### src/rtl/fetch_unit_if.sv
// ---------------------------------------------------------------------------
// fetch_unit_if
// Instruction-memory read channel between the fetch unit (master) and the
// instruction memory (slave).
//   imem_req   : read request, master -> slave
//   imem_addr  : 32-bit word address (the current PC), master -> slave
//   imem_rdata : 32-bit instruction word, slave -> master, valid with ack
//   imem_ack   : single-cycle read completion strobe, slave -> master
// ---------------------------------------------------------------------------
interface fetch_unit_if;
    logic        imem_req;
    logic [31:0] imem_addr;
    logic [31:0] imem_rdata;
    logic        imem_ack;

    modport master (
        output imem_req,
        output imem_addr,
        input  imem_rdata,
        input  imem_ack
    );

    modport slave (
        input  imem_req,
        input  imem_addr,
        output imem_rdata,
        output imem_ack
    );
endinterface

### src/rtl/fetch_unit.sv
// ---------------------------------------------------------------------------
// fetch_unit
// Instruction fetch stage: holds the PC, requests one instruction word at a
// time from instruction memory, presents it to the decoder until the
// execute stage retires it, then selects the next PC.
//
// Ports
//   clk        : single clock, rising edge
//   reset_n    : synchronous active-low reset
//   imem       : instruction-memory channel (master side)
//   PCSrc      : next-PC select 00 PC+4, 01 PC+ImmExt, 10 ALUResult, 11 PC
//   ImmExt     : sign-extended branch/jal offset
//   ALUResult  : jalr target (bit 0 is forced to 0)
//   ExecDone   : current instruction retired, advance the PC
//   Instr      : held instruction, all-zero whenever InstrValid=0
//   InstrValid : Instr is valid for execution
//   PC/PCPlus4 : current PC and PC+4
//   Misaligned : sticky next-PC alignment fault (FSM halts)
//   FetchErr   : sticky fetch timeout (FSM halts)
// ---------------------------------------------------------------------------
module fetch_unit #(
    parameter logic [31:0] RESET_PC = 32'h0000_0000,
    parameter logic [7:0]  MAX_WAIT = 8'd255
) (
    input  logic         clk,
    input  logic         reset_n,
    fetch_unit_if.master imem,
    input  logic [1:0]   PCSrc,
    input  logic [31:0]  ImmExt,
    input  logic [31:0]  ALUResult,
    input  logic         ExecDone,
    output logic [31:0]  Instr,
    output logic         InstrValid,
    output logic [31:0]  PC,
    output logic [31:0]  PCPlus4,
    output logic         Misaligned,
    output logic         FetchErr
);

    typedef enum logic [1:0] {
        S_IDLE  = 2'b00,
        S_FETCH = 2'b01,
        S_VALID = 2'b10,
        S_HALT  = 2'b11
    } state_t;

    state_t      state_q, state_d;
    logic [31:0] pc_q, pc_d;
    logic [7:0]  wait_cnt_q, wait_cnt_d;
    logic [31:0] instr_q, instr_d;
    logic        misaligned_q, misaligned_d;
    logic        fetch_err_q, fetch_err_d;

    logic [31:0] next_pc;
    logic [31:0] jalr_target;
    logic [7:0]  wait_inc;

    // jalr clears bit 0 of the target; bit 1 still reaches the alignment check
    assign jalr_target = ALUResult & 32'hFFFF_FFFE;
    assign wait_inc    = wait_cnt_q + 8'd1;

    always_comb begin
        next_pc = pc_q;
        case (PCSrc)
            2'b00:   next_pc = pc_q + 32'd4;
            2'b01:   next_pc = pc_q + ImmExt;
            2'b10:   next_pc = jalr_target;
            default: next_pc = pc_q;
        endcase
    end

    always_comb begin
        state_d      = state_q;
        pc_d         = pc_q;
        wait_cnt_d   = wait_cnt_q;
        instr_d      = instr_q;
        misaligned_d = misaligned_q;
        fetch_err_d  = fetch_err_q;

        case (state_q)
            S_IDLE: begin
                state_d    = S_FETCH;
                wait_cnt_d = 8'd0;
            end
            S_FETCH: begin
                // ack is checked first so it wins over a coinciding timeout
                if (imem.imem_ack) begin
                    instr_d = imem.imem_rdata;
                    state_d = S_VALID;
                end else if (wait_inc == MAX_WAIT) begin
                    wait_cnt_d  = wait_inc;
                    fetch_err_d = 1'b1;
                    state_d     = S_HALT;
                end else begin
                    wait_cnt_d = wait_inc;
                end
            end
            S_VALID: begin
                if (ExecDone) begin
                    if (next_pc[1:0] != 2'b00) begin
                        // PC keeps the address of the faulting instruction
                        misaligned_d = 1'b1;
                        state_d      = S_HALT;
                    end else begin
                        pc_d       = next_pc;
                        wait_cnt_d = 8'd0;
                        state_d    = S_FETCH;
                    end
                end
            end
            S_HALT: begin
                state_d = S_HALT;
            end
            default: begin
                state_d = S_HALT;
            end
        endcase
    end

    always_ff @(posedge clk) begin
        if (!reset_n) begin
            state_q      <= S_IDLE;
            pc_q         <= RESET_PC;
            wait_cnt_q   <= 8'd0;
            instr_q      <= 32'h0000_0000;
            misaligned_q <= 1'b0;
            fetch_err_q  <= 1'b0;
        end else begin
            state_q      <= state_d;
            pc_q         <= pc_d;
            wait_cnt_q   <= wait_cnt_d;
            instr_q      <= instr_d;
            misaligned_q <= misaligned_d;
            fetch_err_q  <= fetch_err_d;
        end
    end

    // Gating with reset_n keeps the request low for the whole reset window,
    // even when reset is asserted in the middle of a FETCH cycle.
    assign imem.imem_req  = (state_q == S_FETCH) && reset_n;
    assign imem.imem_addr = pc_q;

    assign InstrValid = (state_q == S_VALID);
    assign Instr      = InstrValid ? instr_q : 32'h0000_0000;
    assign PC         = pc_q;
    assign PCPlus4    = pc_q + 32'd4;
    assign Misaligned = misaligned_q;
    assign FetchErr   = fetch_err_q;

endmodule

### src/flat_wrapper.sv
// flat-port wrapper written by rule: the top's interface ports become plain ports
module fetch_unit_flat 
#(
    parameter logic [31:0] RESET_PC = 32'h0000_0000,
    parameter logic [7:0]  MAX_WAIT = 8'd255
)
  (clk, reset_n, PCSrc, ImmExt, ALUResult, ExecDone, Instr, InstrValid, PC, PCPlus4, Misaligned, FetchErr, imem_imem_req, imem_imem_addr, imem_imem_rdata, imem_imem_ack);
  fetch_unit_if imem_i ();
  input  logic clk;
  input  logic reset_n;
  input  logic [1:0] PCSrc;
  input  logic [31:0] ImmExt;
  input  logic [31:0] ALUResult;
  input  logic ExecDone;
  output logic [31:0] Instr;
  output logic InstrValid;
  output logic [31:0] PC;
  output logic [31:0] PCPlus4;
  output logic Misaligned;
  output logic FetchErr;
  output wire logic [$bits(imem_i.imem_req)-1:0] imem_imem_req;
  output wire logic [$bits(imem_i.imem_addr)-1:0] imem_imem_addr;
  input wire logic [$bits(imem_i.imem_rdata)-1:0] imem_imem_rdata;
  input wire logic [$bits(imem_i.imem_ack)-1:0] imem_imem_ack;
  assign imem_imem_req = imem_i.imem_req;
  assign imem_imem_addr = imem_i.imem_addr;
  assign imem_i.imem_rdata = imem_imem_rdata;
  assign imem_i.imem_ack = imem_imem_ack;
  fetch_unit #(.RESET_PC(RESET_PC), .MAX_WAIT(MAX_WAIT)) u_core (.clk(clk), .reset_n(reset_n), .imem(imem_i), .PCSrc(PCSrc), .ImmExt(ImmExt), .ALUResult(ALUResult), .ExecDone(ExecDone), .Instr(Instr), .InstrValid(InstrValid), .PC(PC), .PCPlus4(PCPlus4), .Misaligned(Misaligned), .FetchErr(FetchErr));
endmodule
### config.mk
export PLATFORM = sky130hd
export DESIGN_NAME = fetch_unit_flat
export DESIGN_NICKNAME = d
export VERILOG_FILES = /design/src/rtl/fetch_unit_if.sv /design/src/rtl/fetch_unit.sv /design/src/flat_wrapper.sv
export SDC_FILE = /design/constraint.sdc
export NUM_CORES = 1
export LEC_CHECK = 0
export CAP_MARGIN = 10
export CORE_MARGIN = 5
export CORE_UTILIZATION = 25
export DETAILED_ROUTE_END_ITERATION = 16
export PLACE_DENSITY = 0.57
export SYNTH_ARGS = -nofsm -noshare
export SYNTH_HDL_FRONTEND = slang
export SYNTH_SLANG_ARGS = --single-unit
### constraint.sdc
create_clock -name clk -period 2.8 [get_ports clk]
set_clock_uncertainty 0.15 [all_clocks]
set_input_delay 0.42 -clock clk [delete_from_list [all_inputs] [get_ports clk]]
set_output_delay 0.42 -clock clk [all_outputs]
set_load 0.005 [all_outputs]
Word level (Yosys, flattened, before mapping)
Index checks and enable logic that the tools add are counted.

Bitwise logic cells: 2. Add/sub/neg operators: 3. Reduce and logical (&&, ||, !) cells: 13. Eq/ne operators: 10. Muxes and demuxes: 11.

Operator list (count): $pmux W32 S3 (1); $add A32 B3 Y32 const B (1); $add A32 B32 Y32 (1); $mux W32 (1); $mux W8 (3); $pmux W8 S3 (1); $reduce_and A3 Y1 (3); $add A8 B1 Y8 const B (1); $eq A8 B8 Y1 const B (1); $mux W2 (4); $pmux W2 S4 (1); $reduce_and A4 Y1 (2); $eq A2 B2 Y1 const B (3); $ne A2 B2 Y1 const B (3); $reduce_bool A3 Y1 (2); $eq A2 B1 Y1 const B (2); $logic_not A2 Y1 (2); $reduce_and A2 Y1 (2); $ne A3 B2 Y1 const B (1); $not A1 Y1 (2); $reduce_bool A2 Y1 (1); $logic_and A1 B1 Y1 (1).

Input port bits: 102. Logic and storage cells: 46. Register bits after elaboration: 76.

Logic depth before layout (Yosys ltp)
Depth after elaboration: 6. Gate-level depth with buffers: 11. Depth with buffers taken out: 11.

Worst setup path before layout
OpenSTA, ideal clock, no wires.

Path kind: reg2reg. From: reg u_core.pc_q[0], in the netlist u_core.PC[0]. To: reg u_core.pc_q[21], in the netlist u_core.PC[21]. Required time: 2.590 ns. Period minus slack after synthesis: 2.635 ns. Stages on the path, launching flop included: 11. Arrival: 2.426 ns. Path slack: 0.165 ns. Cells stage by stage: dfxtp_1 ha_1 inv_1 fa_1 nor2b_1 o22ai_1 a2111oi_4 o21ai_1 or3_1 o2bb2ai_1 a41o_1.

Longest elaborated chain between the ends: 5. Elaborated cells between the ends (all ways): 6. Those cells by class: 2 x add/sub; 1 x mux; 1 x bitwise; 2 x reduce/logical.

RTL lines: start, declared (RTL line fetch_unit.sv:48) `logic [31:0] pc_q, pc_d;`; start signal, assigned (RTL line fetch_unit.sv:130) `pc_q <= pc_d;`; $add A32 B32 Y32 / $add A32 B3 Y32 (equally long branches) (RTL line fetch_unit.sv:66, fetch_unit.sv:65); $pmux W32 S3 (*) (RTL line fetch_unit.sv:64) `case (PCSrc)`; $reduce_bool A2 Y1 (RTL line fetch_unit.sv:100) `if (next_pc[1:0] != 2'b00) begin`; $not A1 Y1 (no source line); $reduce_and A4 Y1 (no source line).

Every way passes the cells marked *; elsewhere a longest branch is shown, timed or not. A chain may end at the register's enable or synchronous reset.

Worst setup path after layout
From: in ImmExt[2]. To: reg u_core.pc_q[26], in the netlist u_core.PC[26].

Longest elaborated chain between the ends: 2.

RTL lines: start, declared (RTL line flat_wrapper.sv:12) `input logic [31:0] ImmExt;`; $add A32 B32 Y32 (RTL line fetch_unit.sv:66) `2'b01: next_pc = pc_q + ImmExt;`; $pmux W32 S3 (RTL line fetch_unit.sv:64).

Every way passes these cells.

==> results.ini <==
[status]
outcome = completed

[power]
seq_power_share_pct = 35.9
power_frac_comb_pct = 24.9
clockPowerShare_pct = 39.2
power.leakage_nw = 4.70
netSwitchingFraction_pct = 29.1
ir_worst_vdd_uv = 320
internal_power_mw = 2.27
p_switching_mw = 0.930
power_density_nw_per_um2 = 316
finalPower_mw = 3.20

[placed_design]
place_area_sq_um = 9430
hpwl_microns = 18500
placed_cells = 1396
io_buffers = 232
place.gp.congestion = 0.878

[grt]
antenna_found_initial = 0
grt_max_degree = 44
grt_pass1_vias = 6772
grt_pass1_wl_microns = 38100
overflow = 0
grtUsageTotal_pct = 16.9

[clocking]
htree_levels = 3
clock_path_buffers = 2
clock-sinks = 76
cts_root_buf = clkbuf_16
cts_hold_buffers = 0
cts_tree = done
cts_buffers = 9
clock_latency_ns = 0.35
clkTransAtPathRegs_ns = 0.06

[drt]
drc_errors = 0
drtPass1Iterations = 5
wl_microns = 24600
routedWlPerCell_microns = 17.3
vias = 6903
avgViaCountPerCell = 4.85
drt-initial-drc-count = 409
final_antenna_net_count = 0

[logic_synthesis]
synth_largest_area_cell = dfxtp_1
ys_ff_latch = 76
syn_area_sq_um = 6110
async_flop_share_pct = 0
syn_inst = 784
synth-edff-count = 0
synth_cell_types = 73
ys_seq_area_share_pct = 24.9
synthTopCellsByArea = dfxtp_1 (25%), ha_1 (7.0%), nand2_1 (6.1%)
synth-main-ff-cell = dfxtp_1
postSynthAreaPerCell_sq_um = 7.80
syn_nets = 921
yosysWarningCount = 0
synth_top_area_share_pct = 24.9

[setup_path]
r2r_end = u_core.PC[31]
path_class = primary input to register
end_kind = register
worstReg2RegStart = u_core.PC[13]
start_kind = primary input
cp_max_fo = 3
rrSetupSlack_ns = 0.11
cpPeakStageDelay_ns = 0.53
worstPathCellList = clkdlybuf4s50_1 > ha_4 > nor2b_4 > o2111ai_2 > a21oi_2 > o211ai_1 > buf_4 > nand3b_1 > buf_6 > a311o_1 > nand3_1 > a21oi_1
crit_path_top_delay_cell = clkdlybuf4s50_1
crit_required_ns = 2.88
cp.arrival_ns = 2.84
rr_worst_depth = 10

[die]
placementRows = 57
die_h_microns = 166
fp.dieW_microns = 166
initial_core_util_pct = 25.3
core_sq_um = 24200
die_area_sq_um = 27700
ioPinCount = 234

[sta]
finalMaxSlewViolations = 0
fin_crit_ns = 2.76
max_freq_mhz = 363
setup_viol = 0
max-slew-margin-rel_pct = 65.3
min_period_over_period_pct = 98.4
tightest_slew_ns = 0.516
hold_viol_final = 0

[layout]
fin_area_sq_um = 10100
antenna_cells = 0
layout.cells.non_filler = 1423
syn2layout_area_growth_pct = 65.5
nets = 1231
drive_gt1_share_pct = 20.2

[min_path]
min_from = u_core.instr_q[27]
whs_endpoint = u_core.instr_q[27]
hp-class = register to register
hold_path_depth = 2

[flow_run]
drv_cap = 0

[metal layers]
layer / global-route usage [%] / up-vias / part of all wire, %
met5: 0 / - / 0
met4: 4.34 / 0 / 1.7
met3: 2.86 / 26 / 4.8
met2: 27.5 / 183 / 47
met1: 23.2 / 3260 / 47
li1: - / 3434 / -
[stage by stage]
| step | setup slack, ns | hold WS (ns) | utilization (%) | TNS, ns |
|---|---|---|---|---|
| 2_1_floorplan | 0.165 | 0.283 | - | 0 |
| 3_3_place_gp | -0.504 | 0.297 | 39.0 | -12.10 |
| 3_5_place_dp | -0.597 | 0.303 | 39.0 | -14.86 |
| 4_1_cts | -0.194 | 0.313 | 40.7 | -0.528 |
| 5_1_grt | -0.0519 | 0.330 | 41.8 | -0.162 |
| 6_report | 0.0435 | 0.307 | 41.8 | 0 |
[cell usage after synthesis, drive strengths merged (8+ instances only)]
library cell,count
a21oi,45
nand2b,13
inv,18
a31oi,10
xor2,20
nand3,22
buf,40
ha,34
nand4,10
a21boi,35
and3,52
o21ai,51
o211a,12
xnor2,28
clkbuf,34
o221ai,10
dfxtp,76
nand2,99
nor3,9
o21a,8
a21o,16
mux2i,20
nor2,43
[how the worst max path moves through the flow]
stage                  from             to  slack, ns  cells past startpoint
3_5_place_dp      ImmExt[0]  u_core.PC[24]      -0.60                     13
3_3_place_gp      ImmExt[0]  u_core.PC[24]      -0.50                     13
5_1_grt           ImmExt[2]  u_core.PC[26]      -0.05                     12
2_1_floorplan  u_core.PC[0]  u_core.PC[21]       0.16                     10
4_1_cts        u_core.PC[8]    PCPlus4[24]      -0.19                      8
6_report          ImmExt[2]  u_core.PC[26]       0.04                     12
[sequential cells by signal, summed over array words and instances, names as in the netlist]
signal             cells
u_core.Misaligned      1
u_core.PC             32
u_core.instr_q        32
u_core.wait_cnt_q      8
u_core.state_q         2
u_core.FetchErr        1
[repair_timing]
action                                  in CTS  in global routing
setup buffers                                7                  5
endpoints found under the hold margin        0                  0
endpoints found under the setup margin      40                 43
pin swaps                                   13                 27
resized for setup                           36                 50
[final cells by class]
cell class | instances | area [sq um]
Multi-Input combinational cell | 615 | 4370
Clock inverter | 6 | 71.3
Clock buffer | 10 | 239
Sequential cell | 76 | 1530
Fill cell | 2462 | 14100
Timing Repair Buffer | 373 | 3430
Tap cell | 324 | 405
Inverter | 19 | 71.3
[cells by family (layout without fill, tap and decap cells)]
group	count (synthesis)	count (layout)	synth area share, %
AO/OA/AOI/OAI	233	233	26.7
XOR/XNOR	48	48	6.88
adder cells (fa/ha/maj)	35	35	7.28
buffers and inverters	93	408	7.92
flip-flops	76	76	24.9
multiplexers	24	24	4.01
AND/OR/NAND/NOR	275	275	22.4
[critical path: cells and delay by family]
kind / cells / cell delay, ns
buffers and inverters: 3 / 0.88
adder cells (fa/ha/maj): 1 / 0.22
AO/OA/AOI/OAI: 5 / 0.89
AND/OR/NAND/NOR: 3 / 0.41
[power groups by stage]
stage	logic [mW]	registers [mW]	clock network [mW]
after global placement	0.769	1.17	0
after CTS	0.779	1.15	1.29
after global routing	0.865	1.15	1.32
after detailed placement	0.770	1.17	0
after floorplan	0.352	1.18	0
final	0.795	1.15	1.25
[layout by cell type (no fill, tap or decap), types with 8 or more instances in the layout]
cell,instances
a21boi_0,34
buf_4,135
nand4_1,9
mux2i_1,20
inv_1,15
o21a_1,8
dfxtp_1,69
o21ai_0,45
a21o_1,16
xor2_1,19
clkbuf_16,9
nand2_1,97
o221ai_1,10
nand2b_1,12
dlymetal6s2s_1,12
ha_1,29
nand3_1,20
and3_1,50
dlygate4sd2_1,11
o211a_1,12
xnor2_1,22
clkdlybuf4s50_1,208
nor2_1,39
a21oi_1,40
a31oi_1,8
Power figures use the tool's default switching activity.
